[config.mk]
export PLATFORM = sky130hd
export DESIGN_NAME = imm_decode_stage
export DESIGN_NICKNAME = d
export VERILOG_FILES = /design/src/rtl/imm_decode_stage.sv
export SDC_FILE = /design/constraint.sdc
export NUM_CORES = 1
export LEC_CHECK = 0
export ABC_AREA = 1
export BUFFER_PORTS_ARGS = -buffer_cell sky130_fd_sc_hd__buf_2
export CAP_MARGIN = 10
export CORE_MARGIN = 5
export CORE_UTILIZATION = 45
export CTS_BUF_LIST = sky130_fd_sc_hd__clkbuf_4 sky130_fd_sc_hd__clkbuf_8
export CTS_CLUSTER_DIAMETER = 80
export DETAILED_ROUTE_END_ITERATION = 7
export PLACE_DENSITY = 0.67
export SYNTH_ARGS = -nofsm -noshare
export SYNTH_HDL_FRONTEND = slang
export SYNTH_SLANG_ARGS = --single-unit
[constraint.sdc]
create_clock -name clk -period 4.15 [get_ports clk]
set_input_delay 0.415 -clock clk [delete_from_list [all_inputs] [get_ports clk]]
set_output_delay 0.415 -clock clk [all_outputs]
set_load 0.01 [all_outputs]
[src/rtl/imm_decode_stage.sv]
// Immediate decoder stage: opcode-driven format/immediate decode, one-cycle latency,
// valid/ready with a one-entry skid buffer. Define IMM_RVC_EN to add compressed decode.
module imm_decode_stage #(
   parameter int XLEN = 32
) (
   input  logic            clk,
   input  logic            reset,
   input  logic            flush,
   input  logic            in_valid,
   output logic            in_ready,
   input  logic [31:0]     in_instr,
   output logic            out_valid,
   input  logic            out_ready,
   output logic [XLEN-1:0] out_imm,
   output logic [2:0]      out_fmt,
   output logic            out_illegal
);

   localparam logic [2:0] FMT_R = 3'd0;
   localparam logic [2:0] FMT_I = 3'd1;
   localparam logic [2:0] FMT_S = 3'd2;
   localparam logic [2:0] FMT_B = 3'd3;
   localparam logic [2:0] FMT_U = 3'd4;
   localparam logic [2:0] FMT_J = 3'd5;
   localparam logic [2:0] FMT_Z = 3'd6;
`ifdef IMM_RVC_EN
   localparam logic [2:0] FMT_C = 3'd7;
`endif

   localparam logic [6:0] OP_LOAD   = 7'b0000011;
   localparam logic [6:0] OP_IMM    = 7'b0010011;
   localparam logic [6:0] OP_JALR   = 7'b1100111;
   localparam logic [6:0] OP_FENCE  = 7'b0001111;
   localparam logic [6:0] OP_STORE  = 7'b0100011;
   localparam logic [6:0] OP_BRANCH = 7'b1100011;
   localparam logic [6:0] OP_LUI    = 7'b0110111;
   localparam logic [6:0] OP_AUIPC  = 7'b0010111;
   localparam logic [6:0] OP_JAL    = 7'b1101111;
   localparam logic [6:0] OP_REG    = 7'b0110011;
   localparam logic [6:0] OP_SYSTEM = 7'b1110011;
   localparam logic [6:0] OP_IMM32  = 7'b0011011;
   localparam logic [6:0] OP_REG32  = 7'b0111011;

   typedef enum logic [1:0] {EMPTY, ONE, FULL} state_t;

   // Candidate immediates; the sign bit instr[31] is folded into the replication.
   logic [XLEN-1:0] imm_i, imm_s, imm_b, imm_u, imm_j, imm_z;
   assign imm_i = {{(XLEN-11){in_instr[31]}}, in_instr[30:20]};
   assign imm_s = {{(XLEN-11){in_instr[31]}}, in_instr[30:25], in_instr[11:7]};
   assign imm_b = {{(XLEN-12){in_instr[31]}}, in_instr[7], in_instr[30:25], in_instr[11:8], 1'b0};
   assign imm_u = {{(XLEN-31){in_instr[31]}}, in_instr[30:12], 12'b0};
   assign imm_j = {{(XLEN-20){in_instr[31]}}, in_instr[19:12], in_instr[20], in_instr[30:21], 1'b0};
   assign imm_z = {{(XLEN-5){1'b0}}, in_instr[19:15]};

`ifdef IMM_RVC_EN
   logic [15:0]     c;
   logic [XLEN-1:0] rvc_imm;
   logic            rvc_illegal;
   assign c = in_instr[15:0];

   always_comb begin
      rvc_imm     = '0;
      rvc_illegal = 1'b0;
      case ({c[1:0], c[15:13]})
         5'b00_000: begin // C.ADDI4SPN, zero nzuimm is reserved
            rvc_imm     = {{(XLEN-10){1'b0}}, c[10:7], c[12:11], c[5], c[6], 2'b00};
            rvc_illegal = (c[12:5] == 8'h00);
         end
         5'b00_010, 5'b00_110:
            rvc_imm = {{(XLEN-7){1'b0}}, c[5], c[12:10], c[6], 2'b00};
         5'b01_000, 5'b01_010:
            rvc_imm = {{(XLEN-5){c[12]}}, c[6:2]};
         5'b01_001: begin // C.JAL exists only on RV32
            if (XLEN == 32)
               rvc_imm = {{(XLEN-11){c[12]}}, c[8], c[10:9], c[6], c[7], c[2], c[11], c[5:3], 1'b0};
            else
               rvc_illegal = 1'b1;
         end
         5'b01_011: begin
            if (c[11:7] == 5'd2)
               rvc_imm = {{(XLEN-9){c[12]}}, c[4:3], c[5], c[2], c[6], 4'b0000};
            else
               rvc_imm = {{(XLEN-17){c[12]}}, c[6:2], 12'b0};
            rvc_illegal = ({c[12], c[6:2]} == 6'd0);
         end
         5'b01_101:
            rvc_imm = {{(XLEN-11){c[12]}}, c[8], c[10:9], c[6], c[7], c[2], c[11], c[5:3], 1'b0};
         5'b01_110, 5'b01_111:
            rvc_imm = {{(XLEN-8){c[12]}}, c[6:5], c[2], c[11:10], c[4:3], 1'b0};
         5'b10_010:
            rvc_imm = {{(XLEN-8){1'b0}}, c[3:2], c[12], c[6:4], 2'b00};
         5'b10_110:
            rvc_imm = {{(XLEN-8){1'b0}}, c[8:7], c[12:9], 2'b00};
         default:
            rvc_illegal = 1'b1;
      endcase
      if (rvc_illegal)
         rvc_imm = '0;
   end
`endif

   logic [XLEN-1:0] dec_imm;
   logic [2:0]      dec_fmt;
   logic            dec_illegal;

   always_comb begin
      dec_imm     = '0;
      dec_fmt     = FMT_R;
      dec_illegal = 1'b0;
      if (in_instr[1:0] != 2'b11) begin
`ifdef IMM_RVC_EN
         dec_illegal = rvc_illegal;
         if (!rvc_illegal) begin
            dec_fmt = FMT_C;
            dec_imm = rvc_imm;
         end
`else
         dec_illegal = 1'b1;
`endif
      end else begin
         case (in_instr[6:0])
            OP_LOAD, OP_IMM, OP_JALR, OP_FENCE: begin
               dec_fmt = FMT_I;
               dec_imm = imm_i;
            end
            OP_STORE: begin
               dec_fmt = FMT_S;
               dec_imm = imm_s;
            end
            OP_BRANCH: begin
               dec_fmt = FMT_B;
               dec_imm = imm_b;
            end
            OP_LUI, OP_AUIPC: begin
               dec_fmt = FMT_U;
               dec_imm = imm_u;
            end
            OP_JAL: begin
               dec_fmt = FMT_J;
               dec_imm = imm_j;
            end
            OP_REG: dec_fmt = FMT_R;
            OP_SYSTEM: begin // funct3[2] selects the CSR immediate forms
               dec_fmt = in_instr[14] ? FMT_Z : FMT_I;
               dec_imm = in_instr[14] ? imm_z : imm_i;
            end
            OP_IMM32: begin
               if (XLEN == 64) begin
                  dec_fmt = FMT_I;
                  dec_imm = imm_i;
               end else begin
                  dec_illegal = 1'b1;
               end
            end
            OP_REG32: dec_illegal = (XLEN != 64);
            default:  dec_illegal = 1'b1;
         endcase
      end
   end

   state_t          state_reg;
   logic [XLEN-1:0] out_imm_reg, skid_imm_reg;
   logic [2:0]      out_fmt_reg, skid_fmt_reg;
   logic            out_illegal_reg, skid_illegal_reg;
   logic            accept;

   assign in_ready    = (state_reg != FULL);
   assign out_valid   = (state_reg != EMPTY);
   assign accept      = in_valid && in_ready;
   assign out_imm     = out_imm_reg;
   assign out_fmt     = out_fmt_reg;
   assign out_illegal = out_illegal_reg;

   // The skid register only ever holds an entry older than the next accepted one.
   always_ff @(posedge clk or posedge reset) begin
      if (reset) begin
         state_reg        <= EMPTY;
         out_imm_reg      <= '0;
         out_fmt_reg      <= FMT_R;
         out_illegal_reg  <= 1'b0;
         skid_imm_reg     <= '0;
         skid_fmt_reg     <= FMT_R;
         skid_illegal_reg <= 1'b0;
      end else if (flush) begin
         state_reg <= EMPTY;
      end else begin
         case (state_reg)
            EMPTY: begin
               if (accept) begin
                  out_imm_reg     <= dec_imm;
                  out_fmt_reg     <= dec_fmt;
                  out_illegal_reg <= dec_illegal;
                  state_reg       <= ONE;
               end
            end
            ONE: begin
               if (accept && out_ready) begin
                  out_imm_reg     <= dec_imm;
                  out_fmt_reg     <= dec_fmt;
                  out_illegal_reg <= dec_illegal;
               end else if (accept) begin
                  skid_imm_reg     <= dec_imm;
                  skid_fmt_reg     <= dec_fmt;
                  skid_illegal_reg <= dec_illegal;
                  state_reg        <= FULL;
               end else if (out_ready) begin
                  state_reg <= EMPTY;
               end
            end
            FULL: begin
               if (out_ready) begin
                  out_imm_reg     <= skid_imm_reg;
                  out_fmt_reg     <= skid_fmt_reg;
                  out_illegal_reg <= skid_illegal_reg;
                  state_reg       <= ONE;
               end
            end
            default: state_reg <= EMPTY;
         endcase
      end
   end

endmodule
* Word level (Yosys, flattened, before mapping)
Index checks and enable logic that the tools add are counted.
Cells by class: bitwise gates (word level) 2, reduce and logical (&&, ||, !) cells 11, mux-type cells 27, equal/unequal tests 22
Operators with widths (number):
- 32-bit case mux with 6 select lines | 1
- 32-bit two-way mux | 5
- 32-bit case mux with 3 select lines | 1
- 7-bit equality test (second input constant) | 4
- 7-bit by 6-bit equality test with 1-bit output (second input constant) | 3
- 3-bit case mux with 6 select lines | 1
- 3-bit two-way mux | 5
- 7-bit by 5-bit equality test with 1-bit output (second input constant) | 2
- 2-bit two-way mux | 6
- 11-bit OR reduction | 1
- 2-bit != test (second input constant) | 5
- 3-bit != test (second input constant) | 3
- 3-bit case mux with 3 select lines | 1
- 4-bit AND reduction | 2
- 7-bit by 2-bit equality test with 1-bit output (second input constant) | 1
- 7-bit by 4-bit equality test with 1-bit output (second input constant) | 1
- 2-bit case mux with 3 select lines | 1
- 1-bit two-way mux | 5
- 5-bit AND reduction | 1
- 4-bit != test (second input constant) | 1
- 4-bit OR reduction | 1
- 1-bit case mux with 3 select lines | 1
- 3-bit nonzero test | 1
- 2-bit by 1-bit equality test with 1-bit output (second input constant) | 1
- other kinds (6) | 8
Word-level totals: bits of input ports 37, register bits 74, output and inout bits 38, logic and storage cells 69

* Longest topological paths before layout
depth after elaboration 6, gate-level depth with buffers 11, mapped depth without buffers 9

* Worst setup path after synthesis
Ideal clock, no wire load.
path type input-to-reg, start input in_instr[1], end register out_imm_reg[12], in the netlist out_imm[12], stages 9, setup time 117 ps, buffers on the path 1, slack 2722 ps, data arrival time 1311 ps, required time 4033 ps, cell sequence nand2_2 > nor2_1 > nand2_1 > clkbuf_1 > o21ai_0 > nor2_1 > nand3_1 > nand2_1 > nand2_1
Between the ends: word-level cells in the longest chain between the ends 6, elaborated cells between the ends (all ways) 18, those cells by class eq/ne (11); mux (5); reduce/logical (2)
RTL lines:
- from (decl) | line 11 | input logic [31:0] in_instr,
- 7-bit by 2-bit equality test with 1-bit output, or another cell as far along | line 121 | case (in_instr[6:0])
- 4-bit OR reduction / 2-bit OR reduction (equally long branches) | line 121
- 32-bit case mux with 6 select lines | line 121
- 32-bit two-way mux (*) | line 110 | if (in_instr[1:0] != 2'b11) begin
- 32-bit two-way mux (on tied branches) | line 197, 189
- 32-bit case mux with 3 select lines (*) | line 187 | case (state_reg)
- to (signal assigned) | line 190 | out_imm_reg <= dec_imm;
- to (signal assigned) | line 198 | out_imm_reg <= dec_imm;
- to (signal assigned) | line 212 | out_imm_reg <= skid_imm_reg;
- to (decl) | line 162 | logic [XLEN-1:0] out_imm_reg, skid_imm_reg;
Mark *: on every way between the ends. The rest lies on a longest branch, timed or not. The select of a mux whose other input is x is not followed. A chain may end at the register's enable or synchronous reset.

* Worst setup path in the final report
start register state_reg[0], end register skid_imm_reg[4]
Between the ends: word-level cells in the longest chain between the ends 5, elaborated cells between the ends (all ways) 6, those cells by class eq/ne (2); bitwise (1); reduce/logical (3)
RTL lines:
- from (decl) | line 161 | state_t state_reg;
- from (signal assigned) | line 177 | state_reg <= EMPTY;
- from (signal assigned) | line 185 | state_reg <= EMPTY;
- from (signal assigned) | line 193 | state_reg <= ONE;
- 2-bit != test | line 167 | assign in_ready = (state_reg != FULL);
- 1-bit logical AND | line 169 | assign accept = in_valid && in_ready;
- 1-bit logical AND | line 197 | if (accept && out_ready) begin
- 1-bit NOT (no source line)
- 4-bit AND reduction (no source line) (*)
- to (signal assigned) | line 202 | skid_imm_reg <= dec_imm;
- to (decl) | line 162
Mark *: on every way between the ends. The rest lies on a longest branch, timed or not.

==> impl_metrics.ini <==
[pwr]
share_of_power_burned_in_registers_pct = 48.8
clockPowerShare_pct = 32.5
power_switching_share_pct = 29.5
report.power.total_uw = 1750
power.ir.vdd_worst_v = 0.000191
power.static_leakage_uw = 0.00310
power_per_cell_area_nw_per_um2 = 348
power.switching_uw = 516
combinationalPowerShare_pct = 18.7
power_internal_uw = 1230

[synthesis]
synth.distinct_cells = 29
syn_std_cell_area_um2 = 4520
synthesis.instances = 667
synth-edff-count = 0
async_flop_share_pct = 100
syn-mean-instance-area_um2 = 6.78
synth.ff_latch_count = 74
seq_area_frac_synth_pct = 40.9
yosys_warnings = 0
postSynthNetCount = 704
yosys_most_used_dff = sky130_fd_sc_hd__dfrtp_1

[sta]
totalNegativeSetupSlack_ns = 0
worst_slack_ns = 1.54
timing.final.max_slew_violations = 0
timing.final.crit_period_ns = 2.61
final_min_period_over_clock_period_pct = 63.0
hold_violations = 0
worst_slew_pin_slew_ns = 1.02
worst_clock_skew_ns = 0.00814
finalSetupViolCount = 0
fmax_mhz = 383
worst_slew_margin_rel_pct = 32.0
rsz_0062_raised_after_global_routing = no

[finish]
antenna_cells_inserted = 0
design_area_um2 = 5020
final_net_count = 752
final_cell_mix = sky130_fd_sc_hd__nand2_1 (228), sky130_fd_sc_hd__nor2_1 (94), sky130_fd_sc_hd__buf_2 (74), sky130_fd_sc_hd__dfrtp_1 (74), sky130_fd_sc_hd__nand3_1 (56)
multi_input_logic_area_um2 = 2210
signed_area_change_from_the_synthesized_netlist_to_the_final_layout_pct = 11.0
ff_latch_area_um2 = 1850
post_route_cells_drive_above_1_share_pct = 17.2
fill_cells = 992
final-instance-count-excl-fill = 853
final_common_cell = sky130_fd_sc_hd__nand2_1

[routing]
drtPass1Iterations = 5
routed_via_density = 5.00
wl_mm = 11.5
detail-route-antenna-nets = 0
number_of_drc_markers_in_iteration_0 = 239
drc_viols = 0
drt-wirelength-per-cell_um = 13.5
num_vias = 4269

[cts]
cts_tree = built
cts_root_buf = sky130_fd_sc_hd__clkbuf_8
h_tree_depth = 3
clock_tree_buf_depth = 2
postCtsSetupBuffers = 0
hold_buffers = 0
postCtsResizedCells = 0
numClockSinks = 74
cts.reportedPaths.clkPinSlew_ns = 0.08
cts_made_buffers = 9
clock_insertion_delay_at_the_later_pin_of_the_skew_report_ns = 0.36

[outcome]
run_status = finished, final reports clean

[die]
placeableCoreArea_um2 = 9770
die_w_um = 110
floorplan.initialDensity_pct = 46.3
pin_count = 75
std_cell_rows = 36
die_area_um2 = 12200
fp.dieH_um = 110

[worst_setup_path]
critical_path.slowest_cell = sky130_fd_sc_hd__inv_2
worst-path-max-fanout = 50
end_kind = flip-flop
worstSetupStartpointType = flip-flop
crit_chain = inv_2 -> nor2_2 -> nand4_2 -> inv_2 -> nand4_1 -> o21a_1
ff2ff_setup_slack_ns = 1.54
worst_path_most_repeated_cell = sky130_fd_sc_hd__inv_2
critical_path_required_time_ns = 4.40
critical_path_start_end_classification = flip-flop to flip-flop
timing.critical_path.slowest_cell_delay_ns = 0.91
cp.arrival_ns = 2.86

[global_routing]
grtUsageTotal_pct = 20.5
via_count_of_the_first_global_routing_pass = 4135
grt_pass1_wl_mm = 19.6
grt_remaining_overflow = 0
largest_net_degree_at_the_start_of_global_routing = 70
initial_antenna_violation_count = 0

[job]
maxCapViolations = 0

[placed_design]
io_buffer_count = 74
gp_congestion = 0.836
post_dp_cell_area_um2 = 4830
detailedPlacementHpwl_mm = 7.73
place.detailed.instances = 837
detailedPlace.worstSlack_ns = 1.58

[hold_path]
min_path_type = input pin to flip-flop
layout make-up:
| class | count | share of cell area, % |
|---|---|---|
| multi-input cells | 497 | 44.0 |
| flip-flops and latches | 74 | 36.9 |
| repair buffers | 76 | 7.67 |
| inverters | 57 | 4.26 |
| well taps | 133 | 3.31 |
| clock buffers | 13 | 3.06 |
| clock inverters | 3 | 0.797 |
layer usage:
layer  global-route usage, %  up-vias  routed length [µm]
met5                       0        -                   0
met4                    7.48        0                 193
met3                    3.26       12                 601
met2                    33.6      112                5330
met1                    27.5     1941                5420
li1                        -     2204                   -
through the flow:
stage / utilization (%) / hold WS, ns
after global routing: 51.4 / 0.237
after detailed placement: 49.4 / 0.460
after CTS: 51.4 / 0.229
after global placement: 49.4 / 0.460
final: 51.4 / 0.242
after floorplan: - / 0.449
power groups by stage:
stage | clock network (µW) | logic (µW) | registers [µW]
floorplan | 0 | 201 | 883
global placement | 0 | 318 | 866
detailed placement | 0 | 329 | 868
CTS | 584 | 330 | 855
global route | 615 | 371 | 865
finish | 569 | 327 | 854
kinds of logic (layout without fill, tap and decap cells):
family / count (synthesis) / in the layout / share of synthesized area, %
and+or+nand+nor: 414 / 414 / 39.3
buffers and inverters: 96 / 149 / 10.2
DFF: 74 / 74 / 40.9
AOI/OAI and AO/OA: 83 / 83 / 9.54
critical path: cells and delay by family, from the launching register on:
family | cells | cell delay, ns
flip-flops | 1 | 0.45
buffers and inverters | 2 | 0.97
AND/OR/NAND/NOR | 3 | 0.90
AO/OA/AOI/OAI | 1 | 0.14
Yosys cell counts, types with 9 or more instances:
cell type | instances | share of area, %
sky130_fd_sc_hd__a21oi_1 | 22 | 2.4
sky130_fd_sc_hd__buf_2 | 16 | 1.8
sky130_fd_sc_hd__clkbuf_1 | 9 | 0.75
sky130_fd_sc_hd__dfrtp_1 | 74 | 41
sky130_fd_sc_hd__inv_1 | 48 | 4.0
sky130_fd_sc_hd__inv_2 | 9 | 0.75
sky130_fd_sc_hd__nand2_1 | 228 | 19
sky130_fd_sc_hd__nand3_1 | 56 | 6.2
sky130_fd_sc_hd__nand4_1 | 12 | 1.7
sky130_fd_sc_hd__nor2_1 | 94 | 7.8
sky130_fd_sc_hd__o21ai_0 | 41 | 4.5
sky130_fd_sc_hd__o21ai_1 | 14 | 1.5
worst paths after layout:
check | cells past startpoint | end | start
max | 6 | skid_imm_reg[4] | state_reg[0]
min | 2 | state_reg[0] | flush
max reg2reg | 6 | skid_imm_reg[4] | state_reg[0]
min reg2reg | 2 | out_imm[16] | out_imm[16]
max in group asynchronous | 3 | state_reg[1] | reset
min in group asynchronous | 2 | skid_imm_reg[13] | reset
No activity file was read; power rests on OpenSTA's default activity.
